**src/rtl/ysyx_23060201_isram_pkg.sv**
```systemverilog
// Shared constants for the instruction-SRAM responder: memory window,
// FSM encodings and the LFSR step function used by the delay generator.
`ifndef YSYX_23060201_DEFINES
`define YSYX_23060201_DEFINES
`define MBASE      32'h8000_0000
`define MSIZE      32'h0800_0000
`define ISRAM_IDLE 2'd0
`define ISRAM_WAIT 2'd1
`define ISRAM_RESP 2'd2
`endif

package ysyx_23060201_isram_pkg;

  localparam int unsigned LFSR_W  = 16;
  localparam int unsigned STATE_W = 2;
  localparam int unsigned RND_W   = 4;

  // Fibonacci step, taps 16,14,13,11 (bits 15,13,12,10), shifting left.
  function automatic logic [LFSR_W-1:0] lfsr_next(input logic [LFSR_W-1:0] q);
    return {q[LFSR_W-2:0], q[15] ^ q[13] ^ q[12] ^ q[10]};
  endfunction

endpackage

```
**src/rtl/ysyx_23060201_isram_if.sv**
```systemverilog
// IFU fetch channel plus the memory-side read port of the responder.
interface ysyx_23060201_isram_if #(
  parameter int unsigned ADDR_WIDTH = 32,
  parameter int unsigned DATA_WIDTH = 32
);
  logic                  req_valid;
  logic                  req_ready;
  logic [ADDR_WIDTH-1:0] req_addr;
  logic                  rsp_valid;
  logic                  rsp_ready;
  logic [DATA_WIDTH-1:0] rsp_data;
  logic                  rsp_err;
  logic                  pmem_en_c;
  logic [ADDR_WIDTH-1:0] pmem_addr;
  logic [DATA_WIDTH-1:0] pmem_rdata;

  modport master (
    output req_valid, req_addr, rsp_ready,
    input  req_ready, rsp_valid, rsp_data, rsp_err
  );

  modport slave (
    input  req_valid, req_addr, rsp_ready, pmem_rdata,
    output req_ready, rsp_valid, rsp_data, rsp_err, pmem_en_c, pmem_addr
  );

  modport mem (
    input  pmem_en_c, pmem_addr,
    output pmem_rdata
  );
endinterface

```
**src/rtl/ysyx_23060201_lfsr16.sv**
```systemverilog
// 16-bit Fibonacci LFSR that advances only when step is high; reusable
// wherever a deterministic pseudo-random delay is needed.
module ysyx_23060201_lfsr16
  import ysyx_23060201_isram_pkg::*;
#(
  parameter logic [LFSR_W-1:0] SEED = 16'hACE1
) (
  input  logic              clk,
  input  logic              rst,
  input  logic              step,
  output logic [LFSR_W-1:0] q
);

  always_ff @(posedge clk) begin
    if (rst) begin
      q <= SEED;
    end else if (step) begin
      q <= lfsr_next(q);
    end
  end

endmodule

```
**src/rtl/ysyx_23060201_isram.sv**
```systemverilog
// Instruction-memory responder: one outstanding fetch, fixed or LFSR-random
// wait, single memory read per good request, error flag for bad addresses.
module ysyx_23060201_isram
  import ysyx_23060201_isram_pkg::*;
#(
  parameter int unsigned       ADDR_WIDTH = 32,
  parameter int unsigned       DATA_WIDTH = 32,
  parameter int unsigned       LATENCY    = 1,
  parameter bit                RAND_EN    = 1'b0,
  parameter logic [LFSR_W-1:0] LFSR_SEED  = 16'hACE1
) (
  input  logic                   clk,
  input  logic                   rst,
  ysyx_23060201_isram_if.slave   bus
);

  localparam int unsigned CNT_W = (LATENCY > 16) ? $clog2(LATENCY) : RND_W;
  localparam int unsigned EXT_W = ADDR_WIDTH + 1;

  localparam logic [STATE_W-1:0] IDLE = `ISRAM_IDLE;
  localparam logic [STATE_W-1:0] WAIT = `ISRAM_WAIT;
  localparam logic [STATE_W-1:0] RESP = `ISRAM_RESP;

  logic [STATE_W-1:0]    state, state_nxt;
  logic [CNT_W-1:0]      cnt, cnt_nxt;
  logic [ADDR_WIDTH-1:0] addr, addr_nxt;
  logic [DATA_WIDTH-1:0] data, data_nxt;
  logic                  err, err_nxt;
  logic                  req_ready, rsp_valid;
  logic                  lfsr_step_c;
  logic                  pmem_en_c;
  logic                  addr_err_c;
  logic [LFSR_W-1:0]     lfsr_q;
  logic                  unused_lfsr_c;

  ysyx_23060201_lfsr16 #(
    .SEED (LFSR_SEED)
  ) u_lfsr (
    .clk  (clk),
    .rst  (rst),
    .step (lfsr_step_c),
    .q    (lfsr_q)
  );

  assign unused_lfsr_c = ^lfsr_q[LFSR_W-1:RND_W];

  // Range check carried at ADDR_WIDTH+1 bits so the upper bound cannot wrap.
  assign addr_err_c = (addr[1:0] != 2'b00)
                   || ({1'b0, addr} < EXT_W'(`MBASE))
                   || ({1'b0, addr} > (EXT_W'(`MBASE) + EXT_W'(`MSIZE) - EXT_W'(4)));

  // Next-state, counter and response capture.
  always_comb begin
    state_nxt   = state;
    cnt_nxt     = cnt;
    addr_nxt    = addr;
    data_nxt    = data;
    err_nxt     = err;
    lfsr_step_c = 1'b0;
    pmem_en_c   = 1'b0;
    case (state)
      IDLE: begin
        if (bus.req_valid) begin
          addr_nxt    = bus.req_addr;
          cnt_nxt     = RAND_EN ? CNT_W'(lfsr_q[RND_W-1:0]) : CNT_W'(LATENCY - 1);
          lfsr_step_c = 1'b1;
          state_nxt   = WAIT;
        end
      end
      WAIT: begin
        if (cnt != '0) begin
          cnt_nxt = cnt - CNT_W'(1);
        end else begin
          err_nxt   = addr_err_c;
          data_nxt  = addr_err_c ? '0 : bus.pmem_rdata;
          pmem_en_c = !addr_err_c && !rst;
          state_nxt = RESP;
        end
      end
      RESP: begin
        if (bus.rsp_ready) begin
          state_nxt = IDLE;
        end
      end
      default: state_nxt = IDLE;
    endcase
  end

  always_ff @(posedge clk) begin
    if (rst) begin
      state     <= IDLE;
      cnt       <= '0;
      addr      <= '0;
      data      <= '0;
      err       <= 1'b0;
      req_ready <= 1'b1;
      rsp_valid <= 1'b0;
    end else begin
      state     <= state_nxt;
      cnt       <= cnt_nxt;
      addr      <= addr_nxt;
      data      <= data_nxt;
      err       <= err_nxt;
      req_ready <= (state_nxt == IDLE);
      rsp_valid <= (state_nxt == RESP);
    end
  end

  assign bus.req_ready = req_ready;
  assign bus.rsp_valid = rsp_valid;
  assign bus.rsp_data  = data;
  assign bus.rsp_err   = err;
  assign bus.pmem_en_c = pmem_en_c;
  assign bus.pmem_addr = addr;

endmodule
```
**src/flat_wrapper.sv**
```systemverilog
// flat-port wrapper written by rule: the top's interface ports become plain ports
module ysyx_23060201_isram_flat import ysyx_23060201_isram_pkg::*;
#(
  parameter int unsigned       ADDR_WIDTH = 32,
  parameter int unsigned       DATA_WIDTH = 32,
  parameter int unsigned       LATENCY    = 1,
  parameter bit                RAND_EN    = 1'b0,
  parameter logic [LFSR_W-1:0] LFSR_SEED  = 16'hACE1
)
  (clk, rst, bus_req_valid, bus_req_addr, bus_rsp_ready, bus_pmem_rdata, bus_req_ready, bus_rsp_valid, bus_rsp_data, bus_rsp_err, bus_pmem_en_c, bus_pmem_addr);
  ysyx_23060201_isram_if #(.ADDR_WIDTH(ADDR_WIDTH), .DATA_WIDTH(DATA_WIDTH)) bus_i ();
  input  logic clk;
  input  logic rst;
  input wire logic [$bits(bus_i.req_valid)-1:0] bus_req_valid;
  input wire logic [$bits(bus_i.req_addr)-1:0] bus_req_addr;
  input wire logic [$bits(bus_i.rsp_ready)-1:0] bus_rsp_ready;
  input wire logic [$bits(bus_i.pmem_rdata)-1:0] bus_pmem_rdata;
  output wire logic [$bits(bus_i.req_ready)-1:0] bus_req_ready;
  output wire logic [$bits(bus_i.rsp_valid)-1:0] bus_rsp_valid;
  output wire logic [$bits(bus_i.rsp_data)-1:0] bus_rsp_data;
  output wire logic [$bits(bus_i.rsp_err)-1:0] bus_rsp_err;
  output wire logic [$bits(bus_i.pmem_en_c)-1:0] bus_pmem_en_c;
  output wire logic [$bits(bus_i.pmem_addr)-1:0] bus_pmem_addr;
  assign bus_i.req_valid = bus_req_valid;
  assign bus_i.req_addr = bus_req_addr;
  assign bus_i.rsp_ready = bus_rsp_ready;
  assign bus_i.pmem_rdata = bus_pmem_rdata;
  assign bus_req_ready = bus_i.req_ready;
  assign bus_rsp_valid = bus_i.rsp_valid;
  assign bus_rsp_data = bus_i.rsp_data;
  assign bus_rsp_err = bus_i.rsp_err;
  assign bus_pmem_en_c = bus_i.pmem_en_c;
  assign bus_pmem_addr = bus_i.pmem_addr;
  ysyx_23060201_isram #(.ADDR_WIDTH(ADDR_WIDTH), .DATA_WIDTH(DATA_WIDTH), .LATENCY(LATENCY), .RAND_EN(RAND_EN), .LFSR_SEED(LFSR_SEED)) u_core (.clk(clk), .rst(rst), .bus(bus_i));
endmodule
```
**config.mk**
```make
export PLATFORM = sky130hd
export DESIGN_NAME = ysyx_23060201_isram_flat
export DESIGN_NICKNAME = d
export VERILOG_FILES = /design/src/rtl/ysyx_23060201_isram_pkg.sv /design/src/rtl/ysyx_23060201_isram_if.sv /design/src/rtl/ysyx_23060201_lfsr16.sv /design/src/rtl/ysyx_23060201_isram.sv /design/src/flat_wrapper.sv
export SDC_FILE = /design/constraint.sdc
export NUM_CORES = 1
export LEC_CHECK = 0
export CORE_MARGIN = 1
export CORE_UTILIZATION = 45
export CTS_BUF_LIST = sky130_fd_sc_hd__clkbuf_16
export CTS_CLUSTER_DIAMETER = 120
export CTS_CLUSTER_SIZE = 14
export DETAILED_ROUTE_END_ITERATION = 10
export GPL_TIMING_DRIVEN = 1
export PLACE_DENSITY = 0.86
export SKIP_LAST_GASP = 1
export SLEW_MARGIN = 25
export SYNTH_ARGS = -nofsm -noshare
export SYNTH_HDL_FRONTEND = slang
export SYNTH_HIERARCHICAL = 1
export SYNTH_SLANG_ARGS = --single-unit
export TNS_END_PERCENT = 20
```
**constraint.sdc**
```tcl
create_clock -name clk -period 3.1 [get_ports clk]
set_clock_uncertainty 0.1 [all_clocks]
set_input_delay 0.31 -clock clk [delete_from_list [all_inputs] [get_ports clk]]
set_output_delay 0.31 -clock clk [all_outputs]
set_load 0.03 [all_outputs]
```
==> impl_results.md <==
* Register bit count reported by yosys at 73
* Die X at around 86 µm
* GRT Resource Usage Total at 0.209
* CTS clk-pin slew, worst paths at ~0.050 ns
* Hold Vio Cnt, Final at 0
* First-pass GRT wire length at about 12 mm
* CTS root buf: clkbuf_16
* Initial Util at 0.464
* Critical Path Fanout Max at 8
* Hold Crit Depth at 2
* Total global routing overflow at 0
* Drc violations at 0
* RD Place Congestion at 0.724
* Synth top area cells: dfxtp_1, o32ai_2, nand2_1, a21oi_1, inv_1
* Crit-path cells: inv_1, ha_1, nor3b_4, nand4_4, nor2_1, clkdlybuf4s50_1
* Antenna fix cells at 0
* Largest net degree at the start of global routing at 47
* Io pins at 136
* HPWL Detailed at between 5 and 6 mm
* Post-layout instance area at between 4000 and 5000 µm²
* Core box area at 6790 µm²
* Top-area cell type share of the netlist area at 0.463
* Hold Path Class: in2reg
* CTS tree: built
* Reg2Reg Depth at 5
* Vias at around 2700
* Row count at 30
* Final ANT Viol Nets at 0
* Largest stage delay, worst path at approximately 0.71 ns
* Setup WS pre-CTS at just over 0.8 ns
* Post-Synthesis Cells at ~330
* Worst path required time at about 2.7 ns
* RSZ-0062 raised after global routing: false
* CP arrival at 2.24 ns
* Post-synth top flop: dfxtp_1
* Outcome: complete, no violations
* CTS Buf Count at 9
* Tightest Pin Transition at ~0.73 ns
* Number of synthesized flops with an enable pin at 0
* Share of flip-flops with an asynchronous set or reset at 0
* Sequential element share of the synthesized area at 0.463
* Pwr dens at 645 nW/µm²
* Synth-to-layout area growth at 51.0%
* Worst Setup Path Type: reg2out
* Fin crit share at 0.854
* FMAX at between 300 and 400 MHz
* Post-CTS Setup Bufs at 0
* CP max-delay cell: clkdlybuf4s50_1
* Final min period at 2.65 ns
* Setup TNS at 0 ns
* Syn Nets at around 400
* Max rail drop VDD at about 0.00037 V
* Vias per cell at between 4 and 5
* Initial antenna violation count at 0
* Port Buf Inserts at 135
* Post-CTS sizing at 0
* Clk sinks at 73
* CTS H-tree depth at 3
* Number of global-route vias before repair at between 2000 and 3000
* Routed WL at 7.45 mm
* Rel. slew slack at 0.512
* DR pass1 iterations at 4
* CP Capture Type: primary output
* Yosys top cell by area: dfxtp_1
* Buffer levels on the longest clock path at 2
* Die area at about 7400 µm²
* Library cells used by synthesis at 34
* Non-filler instance count after layout at between 500 and 600
* Synth Warn # at 6
* Area post-placement at between 4000 and 5000 µm²
* Die span in y at roughly 86 µm
* Drt wl/cell at between 10 and 15 µm
* Max-slew violations at 0
* Synth top cells by count: nand2_1, dfxtp_1, a21oi_1
* Share of layout cells above drive strength 1 at 0.126
* P_leak at approximately 0.0017 µW
* # setup viols final at 0
* Netlist Area Pre-Place at 3160 µm²
* Syn avg cell area at approximately 9.5 µm²
* Clk_lat worst skew at ~0.31 ns
* Cts hold-fix bufs at 0
* Post-route setup slack at 0.452 ns
* Final nets at between 500 and 600
* Kind of start point of the critical path: flip-flop
* Most common cell in the synthesized netlist: nand2_1
* Max-Cap Viols at 0
* Post-Place Cells at between 500 and 600
* 1st-iter DRT viols at ~100
[report_power, final]
| group | switching (µW) | internal, µW | total [µW] |
|---|---|---|---|
| logic | 536 | 370 | 905 |
| registers | 77.5 | 1040 | 1110 |
| clock network | 356 | 696 | 1050 |
[through the flow]
stage                     hold slack (ns)  total power, µW   util
after floorplan                     0.346             1810      -
after global placement              0.341             2010  0.655
after detailed placement            0.349             2040  0.655
after CTS                           0.292             3100  0.701
after global routing                0.310             3220  0.701
final                               0.302             3070  0.701
[path summary, 6_finish.rpt]
kind                                          from  slack, ns                               endpoint
min reg2reg  u_core/bus.pmem_addr[22]$_SDFFE_PP0P_       0.36  u_core/bus.pmem_addr[22]$_SDFFE_PP0P_
max                     u_core/cnt[0]$_SDFFE_PP0P_       0.45                          bus_pmem_en_c
min                                            rst       0.30  u_core/bus.pmem_addr[22]$_SDFFE_PP0P_
max reg2reg             u_core/cnt[0]$_SDFFE_PP0P_       1.08   u_core/bus.rsp_data[31]$_SDFFE_PP0P_
[placed cells by master, fill, tap and decap left out, types with 3 or more instances in the layout]
| master | instances |
|---|---|
| nand3_1 | 3 |
| a211oi_1 | 3 |
| clkbuf_16 | 9 |
| a21oi_1 | 36 |
| o32ai_2 | 28 |
| clkdlybuf4s50_1 | 134 |
| inv_1 | 37 |
| buf_4 | 5 |
| nand2_1 | 98 |
| dfxtp_1 | 73 |
| o32ai_1 | 3 |
[routing by layer]
metal,GRT usage,vias up,part of all wire
li1,-,1357,-
met1,0.234,1273,0.41
met2,0.385,73,0.54
met3,0.0423,8,0.048
met4,0.0894,0,0.0082
met5,0,-,0
[critical path, delay by kind of cell, from the launching register on]
kind | cells | cell delay [ns]
fa+ha+maj | 1 | 0.18
flops | 1 | 0.32
simple gates | 3 | 0.62
buf+inv | 2 | 0.81
[logic make-up after synthesis]
| family | share of synthesized area |
|---|---|
| compound gates | 0.238 |
| fa+ha+maj | 0.00793 |
| buf+inv | 0.109 |
| flops | 0.463 |
| mux | 0.00634 |
| simple gates | 0.175 |
[layout make-up]
cell class / instances / area, µm²
repair buffers: 139 / 1380
fillers: 510 / 2030
multi-input cells: 197 / 1360
clock buffers: 9 / 225
flip-flops and latches: 73 / 1460
inverters: 36 / 135
clock inverters: 7 / 87.6
well taps: 96 / 120
[state kept, by name, summed over array words and instances, names as in the netlist]
signal	count
u_core/bus.rsp_valid	1
u_core/cnt	4
u_core/state	2
u_core/bus.rsp_data	32
u_core/bus.pmem_addr	32
u_core/bus.req_ready	1
u_core/bus.rsp_err	1
Note: power is estimated with default switching activity, not from simulation.
